File: src/rtl/y_pkg.sv
// Shared definitions for the Y SRAM write packer, memory wrapper and readback stages.
package y_pkg;

  localparam int Y_ADDR_W = 11;
  localparam int Y_WORD_W = 256;
  localparam int Y_ELEM_W = 16;
  localparam int Y_LANES  = 16;

  typedef enum logic [1:0] {
    IDLE = 2'd0,
    PACK = 2'd1,
    DONE = 2'd2
  } y_state_e;

endpackage

File: src/rtl/y_write_packer.sv
// Packs a valid/ready stream of DATA_W-bit elements into LANES-wide words and
// writes them sequentially into the Y SRAM starting at a programmable base.
module y_write_packer
  import y_pkg::*;
#(
  parameter int DATA_W = Y_ELEM_W,
  parameter int LANES  = Y_LANES,
  parameter int ADDR_W = Y_ADDR_W
) (
  input  logic                     clock,
  input  logic                     reset_n,
  input  logic                     start,
  input  logic [ADDR_W-1:0]        base_addr,
  input  logic                     in_valid,
  output logic                     in_ready,
  input  logic [DATA_W-1:0]        in_data,
  input  logic                     in_last,
  output logic                     Y_WE,
  output logic [ADDR_W-1:0]        Y_WriteAddress,
  output logic [DATA_W*LANES-1:0]  Y_WriteBus,
  output logic                     busy,
  output logic                     done,
  output logic [ADDR_W:0]          words_written
);

  localparam int LW = (LANES > 1) ? $clog2(LANES) : 1;
  localparam logic [LW-1:0]   LAST_LANE = LW'(LANES - 1);
  // words_written saturates at 2^ADDR_W
  localparam logic [ADDR_W:0] WW_MAX    = {1'b1, {ADDR_W{1'b0}}};

  y_state_e state_q, state_d;

  logic [LW-1:0]            lane_cnt_q, lane_cnt_d;
  logic [DATA_W-1:0]        lane_buf_q [LANES];
  logic [ADDR_W-1:0]        wptr_q, wptr_d;
  logic [ADDR_W:0]          words_q, words_d;
  logic                     we_q, we_d;
  logic [ADDR_W-1:0]        addr_q, addr_d;
  logic [DATA_W*LANES-1:0]  bus_q, bus_d;

  logic                     start_ok;
  logic                     accept;
  logic                     emit;
  logic [LANES-1:0]         lane_hit;
  logic [DATA_W*LANES-1:0]  word_asm;

  assign start_ok = (state_q == IDLE) && start;
  assign accept   = in_valid && in_ready;
  assign emit     = accept && ((lane_cnt_q == LAST_LANE) || in_last);

  // The word written on an emit includes the beat accepted in that same cycle,
  // so the final lane is taken straight from in_data rather than the buffer.
  for (genvar gi = 0; gi < LANES; gi++) begin : g_lane
    assign lane_hit[gi] = accept && (lane_cnt_q == LW'(gi));
    assign word_asm[gi*DATA_W +: DATA_W] = lane_hit[gi] ? in_data : lane_buf_q[gi];
  end

  // FSM state register
  always_ff @(posedge clock or negedge reset_n) begin
    if (!reset_n) state_q <= IDLE;
    else          state_q <= state_d;
  end

  // FSM next-state: in_last moves to DONE in the same edge that emits the final word
  always_comb begin
    state_d = state_q;
    unique case (state_q)
      IDLE:    if (start) state_d = PACK;
      PACK:    if (accept && in_last) state_d = DONE;
      DONE:    state_d = IDLE;
      default: state_d = IDLE;
    endcase
  end

  // FSM outputs: handshake and status decode purely from state
  always_comb begin
    in_ready = (state_q == PACK);
    busy     = (state_q != IDLE);
    done     = (state_q == DONE);
  end

  // Datapath next-state: pointer, lane count, word counter and write port
  always_comb begin
    lane_cnt_d = lane_cnt_q;
    wptr_d     = wptr_q;
    words_d    = words_q;
    we_d       = 1'b0;
    addr_d     = addr_q;
    bus_d      = bus_q;
    if (start_ok) begin
      lane_cnt_d = '0;
      wptr_d     = base_addr;
      words_d    = '0;
    end else if (emit) begin
      we_d       = 1'b1;
      addr_d     = wptr_q;
      bus_d      = word_asm;
      wptr_d     = wptr_q + ADDR_W'(1);
      lane_cnt_d = '0;
      if (words_q != WW_MAX) words_d = words_q + (ADDR_W+1)'(1);
    end else if (accept) begin
      lane_cnt_d = lane_cnt_q + LW'(1);
    end
  end

  // Datapath registers; write address and bus hold their value between strobes
  always_ff @(posedge clock or negedge reset_n) begin
    if (!reset_n) begin
      lane_cnt_q <= '0;
      wptr_q     <= '0;
      words_q    <= '0;
      we_q       <= 1'b0;
      addr_q     <= '0;
      bus_q      <= '0;
    end else begin
      lane_cnt_q <= lane_cnt_d;
      wptr_q     <= wptr_d;
      words_q    <= words_d;
      we_q       <= we_d;
      addr_q     <= addr_d;
      bus_q      <= bus_d;
    end
  end

  // Lane buffer: cleared on start and after each emit so unfilled lanes read as zero
  always_ff @(posedge clock or negedge reset_n) begin
    if (!reset_n) begin
      for (int k = 0; k < LANES; k++) lane_buf_q[k] <= '0;
    end else if (start_ok || emit) begin
      for (int k = 0; k < LANES; k++) lane_buf_q[k] <= '0;
    end else begin
      for (int k = 0; k < LANES; k++) begin
        if (lane_hit[k]) lane_buf_q[k] <= in_data;
      end
    end
  end

  assign Y_WE           = we_q;
  assign Y_WriteAddress = addr_q;
  assign Y_WriteBus     = bus_q;
  assign words_written  = words_q;

endmodule

File: config.mk
export PLATFORM = sky130hd
export DESIGN_NAME = y_write_packer
export DESIGN_NICKNAME = d
export VERILOG_FILES = /design/src/rtl/y_pkg.sv /design/src/rtl/y_write_packer.sv
export SDC_FILE = /design/constraint.sdc
export NUM_CORES = 1
export LEC_CHECK = 0
export BUFFER_PORTS_ARGS = -buffer_cell sky130_fd_sc_hd__clkbuf_2
export CAP_MARGIN = 20
export CORE_MARGIN = 2
export CORE_UTILIZATION = 35
export CTS_CLUSTER_SIZE = 14
export DETAILED_ROUTE_END_ITERATION = 7
export PLACE_DENSITY = 0.53
export SYNTH_ARGS = -nofsm -noshare
export SYNTH_HDL_FRONTEND = slang
export SYNTH_SLANG_ARGS = --single-unit
File: constraint.sdc
create_clock -name clock -period 1.7 [get_ports clock]
set_input_delay 0.17 -clock clock [delete_from_list [all_inputs] [get_ports clock]]
set_output_delay 0.17 -clock clock [all_outputs]
set_load 0.02 [all_outputs]
After elaboration in Yosys (flattened, before gate mapping) --
Cells that the tools add are included.
Storage, ports and cells: input port bits 32, logic and storage cells 108, output and inout bits 283, register bits after elaboration 553
Operators by class: mux-type cells 30, reduce and logical (&&, ||, !) cells 31, eq/ne operators 20, $add $sub $neg 3, bitwise logic cells 1
Operators by type and width (count):
- 16-bit two-way mux | 16
- 256-bit two-way mux | 1
- 12-bit two-way mux | 3
- 4-bit equality test, second input constant | 8
- 11-bit two-way mux | 2
- 1-bit logical AND | 20
- 4-bit by 3-bit equality test with 1-bit output, second input constant | 4
- 12-bit by 1-bit adder with 12-bit output, second input constant | 1
- 4-bit two-way mux | 3
- 12-bit inequality test, second input constant | 1
- 11-bit by 1-bit adder with 11-bit output, second input constant | 1
- 4-bit by 2-bit equality test with 1-bit output, second input constant | 2
- 2-bit AND reduction | 3
- 2-bit nonzero test | 3
- 4-bit by 1-bit adder with 4-bit output, second input constant | 1
- 4-bit by 1-bit equality test with 1-bit output, second input constant | 1
- 4-bit zero test | 1
- 2-bit two-way mux | 2
- 2-bit one-hot mux with 2 select lines | 1
- 3-bit nonzero test | 1
- 2-bit by 1-bit equality test with 1-bit output, second input constant | 1
- 2-bit equality test, second input constant | 1
- 2-bit zero test | 1
- 1-bit logical OR | 2
- 4 further kinds | 5

Depth between registers and ports, before layout --
depth after elaboration 5, depth in mapped cells 9, depth with buffers taken out 6

Least setup slack after synthesis --
Ideal clock, no wire load.
path type flip-flop to flip-flop, start point register lane_cnt_q[2], end point register bus_q[41], in the netlist Y_WriteBus[41], required time 1.563 ns, data arrival time 1.776 ns, period minus slack after synthesis 1.913 ns, buffers on the path 2, library setup time 0.137 ns, path slack -0.213 ns, stages on the path, launching flop included 7, cells stage by stage dfrtp_1 or4b_1 buf_6 nor2_8 buf_8 mux2i_1 a21oi_1
Between the ends: longest elaborated chain between the ends 4, elaborated cells on any way between the ends 7, those cells by class eq/ne: 2; mux: 1; reduce/logical: 4
Ends and longest elaborated chain:
- start, declared | RTL line y_write_packer.sv:33 | logic [LW-1:0] lane_cnt_q, lane_cnt_d;
- start signal, assigned | RTL line y_write_packer.sv:116 | lane_cnt_q <= lane_cnt_d;
- 4-bit equality test | RTL line y_write_packer.sv:49 | assign emit = accept && ((lane_cnt_q == LAST_LANE) || in_last);
- 1-bit logical OR | RTL line y_write_packer.sv:49
- 1-bit logical AND | RTL line y_write_packer.sv:49
- 2-bit AND reduction (no source line)
- end signal, assigned | RTL line y_write_packer.sv:121 | bus_q <= bus_d;
- end, declared | RTL line y_write_packer.sv:39 | logic [DATA_W*LANES-1:0] bus_q, bus_d;
Parallel ways exist; a longest one is shown, timed or not. A chain may end at the register's enable or synchronous reset.

Worst setup path in the final report --
start point register state_q[1], end point register wptr_q[7]
Between the ends: longest elaborated chain between the ends 4, elaborated cells on any way between the ends 7, those cells by class eq/ne: 1; mux: 1; reduce/logical: 5
Ends and longest elaborated chain:
- start, declared | RTL line y_write_packer.sv:31 | y_state_e state_q, state_d;
- start signal, assigned | RTL line y_write_packer.sv:61 | else state_q <= state_d;
- 2-bit by 1-bit equality test with 1-bit output | RTL line y_write_packer.sv:77 | in_ready = (state_q == PACK);
- 1-bit logical AND | RTL line y_write_packer.sv:48 | assign accept = in_valid && in_ready;
- 1-bit logical AND | RTL line y_write_packer.sv:49
- 2-bit nonzero test (no source line)
- end signal, assigned | RTL line y_write_packer.sv:117 | wptr_q <= wptr_d;
- end, declared | RTL line y_write_packer.sv:35 | logic [ADDR_W-1:0] wptr_q, wptr_d;
Parallel ways exist; a longest one is shown, timed or not.

==> flow_metrics.tcl <==
set metrics [dict create \
    grt_pass1_wl_um 99500 \
    cp_max_fo 21 \
    yosys.area.top_type "dfrtp_1" \
    io_buffers 314 \
    wirelength_um 69500 \
    grt_pass1_vias 16300 \
    use_met2_pct 32.7 \
    gp_congestion 0.805 \
    peakVddDrop_v 0.000906 \
    htree_levels 2 \
    setup_viol 534 \
    worstSetupStartpointType "flip-flop" \
    drc 0 \
    hpwl_um 40400 \
    synthArstFlopShare_pct 100 \
    num-fill-cells 5414 \
    critPathArrivalTime_ns 2.47 \
    slowest_stage "dfrtp_1" \
    worst-path-buf-inv 4 \
    drive_gt1_share_pct 35.3 \
    yosysWarningCount 0 \
    via_count 16000 \
    dpl-instance-area_um2 25400 \
    max_freq_ghz 0.505 \
    fin_area_um2 30400 \
    hold_viol_final 0 \
    max_stage_delay_ns 0.41 \
    coreArea_um2 61400 \
    avgSynthCellArea_um2 11.4 \
    relSlewSlack_pct 57.7 \
    globalRouteOverflowTotal 0 \
    fin_nets 2416 \
    netlist_area_um2 21600 \
    area_delta_synth_final_pct 40.3 \
    numClockSinks 553 \
    required_ns 2.19 \
    synth_flop_cell "dfrtp_1" \
    end_kind "flip-flop" \
    clock_latency_ns 0.61 \
    max-cap-violations 0 \
    period_share_pct 116 \
    power_density_nw_per_um2 1660 \
    dr.pass1.iters 4 \
    min-delay-path-class "input pin to flip-flop" \
    period_needed_ns 1.98 \
    met1_usage_pct 27.6 \
    synth_edf_count 0 \
    ios 315 \
    status "complete, but fails checks" \
    routedWlPerCell_um 21.7 \
    seq_area_um2 13800 \
    met3_usage_pct 5.20 \
    critical_path.cell_chain "buf_6 > nand4b_1 > inv_2 > a21oi_4 > buf_4 > buf_12 > o31a_1 > a221o_1" \
    antenna_found_initial 0 \
    final_cell_mix "552 x dfrtp_1, 455 x nor2_1, 312 x clkbuf_2" \
    multi_input_area_um2 8640 \
    syn-instance-count 1906 \
    routed_via_density 4.99 \
    yosysSeqAreaShare_pct 64.0 \
    synth_area_leaders "dfrtp_1 64%, mux2i_1 12%, nor2_1 8.5%" \
    cts.path.max_buffers 3 \
    rsz0062_at_grt "true" \
    dieWidth_um 253 \
    track_usage_pct 20.5 \
    p_leak_uw 0.0138 \
    synth_top_area_share_pct 64.0 \
    p_total_uw 50400 \
    cts_tree "built" \
    rows 91 \
    dieArea_um2 63800 \
    worst_slew_pin_slew_ns 0.635 \
    die_h_um 253 \
    initial_core_util_pct 35.3 \
    grt.busiest_layer "met2" \
    syn_nets 1945 \
    diodes 0 \
    clock-root-buffer "clkbuf_16" \
    drt_iter0_markers 956 \
    synthDistinctLibCells 55 \
    grt_max_degree 78 \
    ant_nets 0 \
    failed_checks "setup timing" \
    ys_seq_elements 553 \
    crit_family "compound AO/OA/AOI/OAI gates" \
    worst_slack_ns -0.278 \
    slew_violations 0 \
    final_common_cell "dfrtp_1" \
    numCtsBuffers 58 \
    cts.clk_slew.worst_paths_ns 0.06 \
    worstSetupPathType "flip-flop to flip-flop" \
    finalClockSkew_ns 0.0184 \
]
==> metal layers <==
layer,up-vias,part of all wire [%]
met5,-,0
met4,0,2.3
met3,110,5.8
met2,380,48
met1,8161,44
li1,7344,-
==> worst min-delay path: cells and delay by family <==
family	cells	cell delay, ns
AOI/OAI and AO/OA	1	0.07
buffers and inverters	2	0.27
and+or+nand+nor	1	0.07
==> stage by stage <==
step,std cells,util [%],TNS [ns],setup WS [ns],hold slack (ns)
2_1_floorplan,1906,-,-19.09,-0.165,-0.126
3_3_place_gp,3025,41.4,-73.33,-0.270,0.103
3_5_place_dp,3025,41.4,-87.58,-0.303,0.108
4_1_cts,3175,46.8,-72.54,-0.236,0.000724
5_1_grt,3207,49.5,-130.33,-0.349,0.0282
6_report,3207,49.5,-85.49,-0.278,0.0492
==> cell families after synthesis <==
kind of cell	synth area share, %
compound gates	7.26
xor+xnor	0.0405
fa+ha+maj	0.405
buf+inv	3.55
flops	64.0
mux	12.1
simple gates	12.7
==> area by class of cell <==
type	instances	area share, %
Multi-Input combinational cell	1212	28.5
Tap cell	790	3.26
Inverter	9	0.198
Timing Repair Buffer	541	16.5
Clock inverter	14	0.429
Timing Repair inverter	2	0.0907
Sequential cell	553	45.6
Clock buffer	86	5.49
==> synth_stat cells, types with 3 or more instances <==
library cell  instances
nor2_2                9
dfrtp_1             553
nand2_1              67
mux2i_1             260
buf_1                15
ha_1                  7
o21ai_0              26
nand4_1               4
nor2_1              488
or4_1                 4
nor2_8                4
buf_6                14
nor3_1                6
buf_4                 7
buf_2                42
o31ai_1               4
and4_1                3
a21oi_1             249
clkbuf_1             50
a21o_1                3
a221o_1               6
inv_1                 7
and2_1               20
nand3_1              12
or3_1                 5
==> where the power goes <==
part | switching (uW) | total [uW] | leakage [uW] | internal [uW]
clock | 5240 | 12100 | 0.000881 | 6900
sequential | 2780 | 19600 | 0.00717 | 16800
combinational | 11300 | 18600 | 0.00578 | 7360
==> sequential cells by signal, summed over array words and instances (netlist names) <==
signal / cells
Y_WriteBus: 256
lane_buf_q: 256
words_written: 12
Y_WriteAddress: 11
wptr_q: 11
lane_cnt_q: 4
state_q: 2
Y_WE: 1
==> repair_timing <==
| action | 4_1_cts | 5_1_grt |
|---|---|---|
| gates cloned | 16 | 26 |
| endpoints found under the hold margin | 360 | 0 |
| gates resized for setup | 180 | 200 |
| hold buffers | 12 | 0 |
| setup buffers | 22 | 10 |
| pin swaps | 15 | 9 |
| endpoints found under the setup margin | 535 | 538 |
==> path summary, 6_finish.rpt <==
path / start / to / slack [ns] / cells past startpoint
setup / recovery: state_q[1]$_DFFE_PN0P_ / wptr_q[7]$_DFFE_PN0P_ / -0.28 / 8
hold / removal: in_data[0] / Y_WriteBus[240]$_DFFE_PN0P_ / 0.05 / 4
setup reg to reg: state_q[1]$_DFFE_PN0P_ / wptr_q[7]$_DFFE_PN0P_ / -0.28 / 8
hold reg to reg: Y_WriteAddress[7]$_DFFE_PN0P_ / Y_WriteAddress[7]$_DFFE_PN0P_ / 0.48 / 2
max in group asynchronous: reset_n / lane_buf_q[18]$_DFF_PN0_ / 0.83 / 4
min in group asynchronous: reset_n / lane_buf_q[99]$_DFF_PN0_ / 0.08 / 2
No activity file was read; power rests on OpenSTA's default activity.
